### config.mk
export PLATFORM = sky130hd
export DESIGN_NAME = rom_loader
export DESIGN_NICKNAME = d
export VERILOG_FILES = /design/src/rtl/rom_loader.sv
export SDC_FILE = /design/constraint.sdc
export NUM_CORES = 1
export LEC_CHECK = 0
export ABC_AREA = 0
export CELL_PAD_IN_SITES_DETAIL_PLACEMENT = 0
export CELL_PAD_IN_SITES_GLOBAL_PLACEMENT = 1
export CORE_MARGIN = 1
export CORE_UTILIZATION = 40
export CTS_CLUSTER_SIZE = 8
export DETAILED_ROUTE_END_ITERATION = 8
export PLACE_DENSITY_LB_ADDON = 0.1
export SETUP_SLACK_MARGIN = 0.3
export SKIP_LAST_GASP = 1
export SLEW_MARGIN = 30
export SYNTH_ARGS = -nofsm -noshare
export SYNTH_HDL_FRONTEND = slang
export SYNTH_SLANG_ARGS = --single-unit
### constraint.sdc
create_clock -name clk_sys -period 5.15 [get_ports clk_sys]
set_clock_uncertainty 0.05 [all_clocks]
set_input_delay 1.03 -clock clk_sys [delete_from_list [all_inputs] [get_ports clk_sys]]
set_output_delay 1.03 -clock clk_sys [all_outputs]
set_load 0.05 [all_outputs]
### src/rtl/rom_loader.sv
// -----------------------------------------------------------------------------
// rom_loader
//   Download sequencer between the HPS ioctl byte stream and the MCR3 ROM
//   stores. Each accepted byte of download index 0 becomes either a toggle
//   request on SDRAM port 1 (CPU ROMs), a toggle request on SDRAM port 2
//   (sprite ROMs, with address scrambling), or a one-cycle write strobe into
//   the background ROM BRAM. Addresses beyond the background region are
//   dropped. One byte arriving while a request is outstanding is held in a
//   single-entry skid buffer; the HPS is held off with ioctl_wait.
//
// Ports
//   clk_sys, reset_n                 clock, async active-low reset
//   ioctl_download/wr/index/addr/dout HPS download stream
//   ioctl_wait                       HPS hold-off
//   port1_req/ack/a/ds/d             SDRAM port 1 toggle handshake + payload
//   port2_req/ack/a/ds/d             SDRAM port 2 toggle handshake + payload
//   rom_we                           high while a ROM download (index 0) runs
//   dl_wr/dl_addr/dl_data            background ROM BRAM write
//   load_done                        one-cycle pulse when the download ends
//   load_err                         sticky ack-timeout / lost-byte flag
// -----------------------------------------------------------------------------
module rom_loader #(
  parameter int ACK_TIMEOUT = 1023
) (
  input  logic        clk_sys,
  input  logic        reset_n,
  input  logic        ioctl_download,
  input  logic        ioctl_wr,
  input  logic [7:0]  ioctl_index,
  input  logic [24:0] ioctl_addr,
  input  logic [7:0]  ioctl_dout,
  output logic        ioctl_wait,
  output logic        port1_req,
  input  logic        port1_ack,
  output logic [22:0] port1_a,
  output logic [1:0]  port1_ds,
  output logic [15:0] port1_d,
  output logic        port2_req,
  input  logic        port2_ack,
  output logic [17:0] port2_a,
  output logic [1:0]  port2_ds,
  output logic [15:0] port2_d,
  output logic        rom_we,
  output logic        dl_wr,
  output logic [14:0] dl_addr,
  output logic [7:0]  dl_data,
  output logic        load_done,
  output logic        load_err
);

  typedef enum logic [1:0] {
    ST_IDLE = 2'd0,
    ST_WAIT = 2'd1,
    ST_DONE = 2'd2
  } state_t;

  localparam int            CW       = $clog2(ACK_TIMEOUT + 1);
  localparam logic [CW-1:0] TMO_LAST = CW'(ACK_TIMEOUT - 1);
  localparam logic [CW-1:0] CNT_ONE  = CW'(1);

  // registered state
  state_t        state_r;
  logic          dl_q_r;       // ioctl_download delayed, for edge detect
  logic          tgt2_r;       // outstanding request is on port 2
  logic          pol1_r;       // ack polarity correction after a timeout
  logic          pol2_r;
  logic [CW-1:0] cnt_r;
  logic          skid_v_r;
  logic [24:0]   skid_addr_r;
  logic [7:0]    skid_data_r;
  logic          pend_r;       // download ended while a request was outstanding
  logic          err_r;
  logic          done_r;
  logic          wait_r;
  logic          req1_r;
  logic [22:0]   a1_r;
  logic [1:0]    ds1_r;
  logic [15:0]   d1_r;
  logic          req2_r;
  logic [17:0]   a2_r;
  logic [1:0]    ds2_r;
  logic [15:0]   d2_r;
  logic          dlwr_r;
  logic [14:0]   dladdr_r;
  logic [7:0]    dldata_r;

  // combinational helpers
  logic        acc_s, fall_s, rise_s, match_s, tmo_s, exit_s, tmo_err_s;
  logic        use_skid_s;
  logic [24:0] sel_addr_s;
  logic [7:0]  sel_data_s;
  logic        r1_s, r2_s, bg_s;
  logic [18:0] s_off_s;
  logic [14:0] b_off_s;
  logic        issue_s, sdram_s, skid_v_n_s, skid_cap_s, lost_s, pend_n_s;
  state_t      state_n_s;

  assign acc_s  = ioctl_wr & ioctl_download & (ioctl_index == 8'd0);
  assign fall_s = dl_q_r & ~ioctl_download;
  assign rise_s = ~dl_q_r & ioctl_download;
  assign rom_we = ioctl_download & (ioctl_index == 8'd0);

  // Ack matches when the polarity-corrected ack of the target port equals its req.
  assign match_s = tgt2_r ? ((port2_ack ^ pol2_r) == req2_r)
                          : ((port1_ack ^ pol1_r) == req1_r);
  assign tmo_s      = (cnt_r == TMO_LAST);
  assign exit_s     = (state_r == ST_WAIT) & (match_s | tmo_s);
  assign tmo_err_s  = exit_s & ~match_s;
  assign use_skid_s = exit_s & skid_v_r;

  // Select the byte to issue (skid entry has priority at WAIT exit) and decode its region.
  always_comb begin
    sel_addr_s = ioctl_addr;
    sel_data_s = ioctl_dout;
    if (use_skid_s) begin
      sel_addr_s = skid_addr_r;
      sel_data_s = skid_data_r;
    end else begin
      sel_addr_s = ioctl_addr;
      sel_data_s = ioctl_dout;
    end
    r1_s    = (sel_addr_s < 25'h0012000);
    r2_s    = ~r1_s & (sel_addr_s < 25'h0032000);
    bg_s    = ~r1_s & ~r2_s & (sel_addr_s < 25'h003A000);
    // Only the low bits of the offsets matter, so subtract modulo their width.
    s_off_s = sel_addr_s[18:0] - 19'h12000;
    b_off_s = sel_addr_s[14:0] - 15'h2000;
  end

  // Decide whether a byte issues this cycle and manage the skid buffer.
  always_comb begin
    issue_s    = 1'b0;
    skid_v_n_s = skid_v_r;
    skid_cap_s = 1'b0;
    lost_s     = 1'b0;
    case (state_r)
      ST_WAIT: begin
        if (exit_s) begin
          if (skid_v_r) begin
            issue_s    = 1'b1;
            skid_v_n_s = acc_s;
            skid_cap_s = acc_s;
          end else begin
            issue_s    = acc_s;
            skid_v_n_s = 1'b0;
          end
        end else if (acc_s) begin
          if (skid_v_r) begin
            lost_s = 1'b1;
          end else begin
            skid_v_n_s = 1'b1;
            skid_cap_s = 1'b1;
          end
        end else begin
          issue_s = 1'b0;
        end
      end
      ST_IDLE, ST_DONE: issue_s = acc_s;
      default:          issue_s = 1'b0;
    endcase
  end

  // Next state; DONE is deferred while a request is outstanding.
  always_comb begin
    sdram_s  = issue_s & (r1_s | r2_s);
    pend_n_s = pend_r | fall_s;
    if (sdram_s) begin
      state_n_s = ST_WAIT;
    end else if ((state_r == ST_WAIT) && !exit_s) begin
      state_n_s = ST_WAIT;
    end else if (pend_n_s) begin
      state_n_s = ST_DONE;
    end else begin
      state_n_s = ST_IDLE;
    end
  end

  // State, handshake bookkeeping and status registers.
  always_ff @(posedge clk_sys or negedge reset_n) begin
    if (!reset_n) begin
      state_r     <= ST_IDLE;
      dl_q_r      <= 1'b0;
      tgt2_r      <= 1'b0;
      pol1_r      <= 1'b0;
      pol2_r      <= 1'b0;
      cnt_r       <= '0;
      skid_v_r    <= 1'b0;
      skid_addr_r <= 25'd0;
      skid_data_r <= 8'd0;
      pend_r      <= 1'b0;
      err_r       <= 1'b0;
      done_r      <= 1'b0;
      wait_r      <= 1'b0;
    end else begin
      state_r <= state_n_s;
      dl_q_r  <= ioctl_download;
      if (sdram_s) begin
        tgt2_r <= r2_s;
        cnt_r  <= '0;
      end else if (state_r == ST_WAIT) begin
        cnt_r <= cnt_r + CNT_ONE;
      end
      // On timeout, realign so the current ack level counts as matching req.
      if (tmo_err_s) begin
        if (tgt2_r) begin
          pol2_r <= port2_ack ^ req2_r;
        end else begin
          pol1_r <= port1_ack ^ req1_r;
        end
      end
      skid_v_r <= skid_v_n_s;
      if (skid_cap_s) begin
        skid_addr_r <= ioctl_addr;
        skid_data_r <= ioctl_dout;
      end
      pend_r <= (state_n_s == ST_DONE) ? 1'b0 : pend_n_s;
      if (tmo_err_s || lost_s) begin
        err_r <= 1'b1;
      end else if (rise_s) begin
        err_r <= 1'b0;
      end
      done_r <= (state_n_s == ST_DONE);
      wait_r <= (state_n_s == ST_WAIT) | skid_v_n_s;
    end
  end

  // Request/payload registers for the three destinations.
  always_ff @(posedge clk_sys or negedge reset_n) begin
    if (!reset_n) begin
      req1_r   <= 1'b0;
      a1_r     <= 23'd0;
      ds1_r    <= 2'b00;
      d1_r     <= 16'd0;
      req2_r   <= 1'b0;
      a2_r     <= 18'd0;
      ds2_r    <= 2'b00;
      d2_r     <= 16'd0;
      dlwr_r   <= 1'b0;
      dladdr_r <= 15'd0;
      dldata_r <= 8'd0;
    end else begin
      dlwr_r <= issue_s & bg_s;
      if (issue_s && r1_s) begin
        req1_r <= ~req1_r;
        a1_r   <= sel_addr_s[23:1];
        ds1_r  <= {sel_addr_s[0], ~sel_addr_s[0]};
        d1_r   <= {sel_data_s, sel_data_s};
      end
      if (issue_s && r2_s) begin
        req2_r <= ~req2_r;
        a2_r   <= {s_off_s[18:17], s_off_s[14:0], s_off_s[16]};
        ds2_r  <= {s_off_s[15], ~s_off_s[15]};
        d2_r   <= {sel_data_s, sel_data_s};
      end
      if (issue_s && bg_s) begin
        dladdr_r <= b_off_s;
        dldata_r <= sel_data_s;
      end
    end
  end

  assign ioctl_wait = wait_r;
  assign port1_req  = req1_r;
  assign port1_a    = a1_r;
  assign port1_ds   = ds1_r;
  assign port1_d    = d1_r;
  assign port2_req  = req2_r;
  assign port2_a    = a2_r;
  assign port2_ds   = ds2_r;
  assign port2_d    = d2_r;
  assign dl_wr      = dlwr_r;
  assign dl_addr    = dladdr_r;
  assign dl_data    = dldata_r;
  assign load_done  = done_r;
  assign load_err   = err_r;

endmodule

==> impl_metrics.py <==
metrics = {
    "run_status": {
        "status": "completed",
    },
    "clock_network": {
        "cts_max_level": 4,
        "clock_latency_ns": 0.42,
        "clk_pin_slew_ns": 0.06,
        "cts_setup_buffers": 0,
        "root_buffer": "clkbuf_16",
        "cts_buffer_depth": 2,
        "clock_sinks": 141,
        "numCtsBuffers": 17,
        "post_cts_resized": 0,
        "hold_buffers": 0,
        "cts_tree": "done",
    },
    "grt": {
        "grt_max_degree": 107,
        "grt_overflow": 0,
        "antenna_found_initial": 0,
        "grt_pass1_vias": 4202,
        "grt_use_total_pct": 18.5,
        "grt_pass1_wl_mm": 22.7,
    },
    "synthesis": {
        "synth.avg_cell_area_sq_um": 13.7,
        "synthTopCellsByArea": "dfrtp_1, mux2_2, mux2_4",
        "synth_area_sq_um": 6250,
        "syn_nets": 505,
        "postSynth.asyncResetShare_pct": 100,
        "synth_cells": 455,
        "ys_ff_latch": 141,
        "synth_edf_count": 0,
        "yosysSeqAreaShare_pct": 56.5,
        "synthDistinctLibCells": 43,
        "synth_common_cells": "dfrtp_1, mux2_2, mux2_4",
        "yosys_warnings": 0,
        "synth_ff_type": "dfrtp_1",
        "netlist.area_leader.share_pct": 56.5,
        "yosys.area.top_type": "dfrtp_1",
        "yosysMostFrequentCell": "dfrtp_1",
    },
    "drt": {
        "ant_nets": 0,
        "drt_pass1_iterations": 4,
        "routedWlPerCell_um": 17.1,
        "dr_total_vias": 3969,
        "route.detailed.drc": 0,
        "viasPerCell": 4.94,
        "wirelength_mm": 13.8,
        "drt-initial-drc-count": 109,
    },
    "layout": {
        "diodes": 0,
        "nNetsFinal": 653,
        "fillerInstances": 1313,
        "multi_input_area_sq_um": 2470,
        "drive_gt1_share_pct": 25.7,
        "regArea_sq_um": 3530,
        "area_delta_synth_final_pct": 35.3,
        "design_area_sq_um": 8450,
    },
    "critical_path": {
        "r2r_slack_ns": 1.51,
        "critical_path_class": "in2reg",
        "crit_cells": 12,
        "critical_path.startpoint": "port1_ack",
        "critPathTopFamily": "multiplexers",
        "critPathMaxStageDelay_ns": 0.46,
        "start_kind": "input port",
        "arrival_ns": 4.34,
        "crit_required_ns": 5.40,
        "reg2regPathDepth": 13,
        "cp_common_cell": "mux2i_1",
        "cp_cell_sequence": "clkdlybuf4s50_1 > xnor3_1 > mux2i_4 > a211oi_4 > mux2i_1 > ha_1 > nand2b_1 > a21oi_1 > mux2i_1 > nor3_4 > buf_4 > mux2_2",
        "reg2reg_to": "port1_a[7]$_DFFE_PN0P_",
        "endpoint_kind": "register",
        "path_max_fanout": 29,
        "cp_num_buf_inv": 2,
        "r2r_start": "cnt_r[0]$_DFFE_PN0P_",
        "crit_slowest_cell": "clkdlybuf4s50_1",
        "crit_end": "port1_a[7]$_DFFE_PN0P_",
    },
    "sta": {
        "fin_tns_setup_ns": 0,
        "period_share_pct": 79.4,
        "relSlewSlack_pct": 62.6,
        "hold_viol_final": 0,
        "setup_ws_ns": 1.06,
        "fmax_mhz": 245,
        "worst_slew_pin_slew_ns": 0.560,
        "fin_crit_ns": 4.09,
        "rsz0062_at_grt": "no",
        "slew_viol_final": 0,
        "setup_viol": 0,
    },
    "die": {
        "start_util_pct": 41.1,
        "rows": 45,
        "die_x_um": 127,
        "ios": 154,
        "die_area_sq_um": 16100,
        "die_h_um": 127,
        "core_area_sq_um": 15200,
    },
    "placed_design": {
        "place_congestion": 0.744,
        "place_hpwl_mm": 9.25,
        "placed_cell_area_sq_um": 7860,
        "dp_worst_setup_slack_ns": 0.655,
        "port_buffers": 153,
    },
    "pwr": {
        "cellLeakagePower_nw": 3.95,
        "worst_ir_drop_vdd_uv": 223,
        "powerDensity_nw_per_um2": 279,
    },
    "flow_run": {
        "maxCapViolCount": 0,
    },
    "hold_path": {
        "min_path_type": "reg2reg",
    },
}
[area by class of cell]
cell class,instances,share of cell area (%)
well taps,188,2.78
flip-flops and latches,141,41.7
repair buffers,163,19.3
inverters,9,0.400
multi-input cells,271,29.2
clock buffers,21,5.56
clock inverters,10,1.07
[state kept, by name (all words and copies together), names as in the netlist, 2 cells and up]
| name | cells |
|---|---|
| port2_ds | 2 |
| skid_addr_r | 25 |
| cnt_r | 10 |
| skid_data_r | 8 |
| port1_d | 8 |
| state_r | 2 |
| port2_d | 8 |
| port1_ds | 2 |
| port2_a | 18 |
| dl_data | 8 |
| dl_addr | 15 |
| port1_a | 23 |
[cells in the final DEF (no fill, tap or decap), types with 10 or more instances in the layout]
cell type	Yosys	layout
mux2_4	25	25
nor2_1	24	24
clkdlybuf4s50_1	0	152
mux2_1	10	10
xnor2_1	10	10
a21oi_1	12	12
nand2_1	16	16
clkbuf_16	0	17
mux2_2	83	83
o21ai_0	15	15
dfrtp_1	141	141
[how the worst min path moves through the flow]
stage | from | endpoint | slack, ns | depth (start not counted)
detailed placement | port2_a[1]$_DFFE_PN0P_ | port2_a[1]$_DFFE_PN0P_ | 0.42 | 2
finish | port2_a[1]$_DFFE_PN0P_ | port2_a[1]$_DFFE_PN0P_ | 0.43 | 2
CTS | port2_a[1]$_DFFE_PN0P_ | port2_a[1]$_DFFE_PN0P_ | 0.44 | 2
global route | reset_n | skid_addr_r[24]$_DFFE_PN0P_ | 0.45 | 1
floorplan | dl_q_r$_DFF_PN0_ | load_err$_DFFE_PN0P_ | 0.41 | 2
global placement | port2_a[1]$_DFFE_PN0P_ | port2_a[1]$_DFFE_PN0P_ | 0.41 | 2
[per-layer routing]
metal,global-route usage (%),part of all wire (%),vias to the layer above,wire length (um)
li1,-,-,1877,-
met4,5.25,0.85,0,117
met5,0,0,-,0
met1,24.7,47,1988,6520
met2,28.9,47,96,6410
met3,6.03,5.2,8,722
[tightest hold or removal path: cells and delay by family, from the launching register on]
| kind | cells | cell delay, ns |
|---|---|---|
| simple gates | 1 | 0.04 |
| flops | 1 | 0.34 |
| compound gates | 1 | 0.06 |
[report_power, final]
group / leakage (nW) / internal, W / switching (W)
logic: 1.78 / 0.0000494 / 0.0000524
clock network: 0.271 / 0.000698 / 0.000453
registers: 1.90 / 0.00111 / 0.000000516
[kinds of logic after synthesis]
| kind of cell | Yosys count | share of synthesized area (%) |
|---|---|---|
| flip-flops | 141 | 56.5 |
| multiplexers | 128 | 24.6 |
| AND/OR/NAND/NOR | 81 | 6.67 |
| buffers and inverters | 43 | 4.25 |
| AO/OA/AOI/OAI | 38 | 4.05 |
| XOR/XNOR | 21 | 3.38 |
| adder cells (fa/ha/maj) | 3 | 0.601 |
[per-stage QoR]
step	total power [W]	instances	utilization (%)	hold WS, ns
after global placement	0.00123	771	51.7	0.415
after global routing	0.00246	803	55.6	0.447
final	0.00236	803	55.6	0.431
after floorplan	0.00116	455	-	0.410
after CTS	0.00240	802	55.4	0.437
after detailed placement	0.00123	771	51.7	0.424
Power figures use the tool's default switching activity.
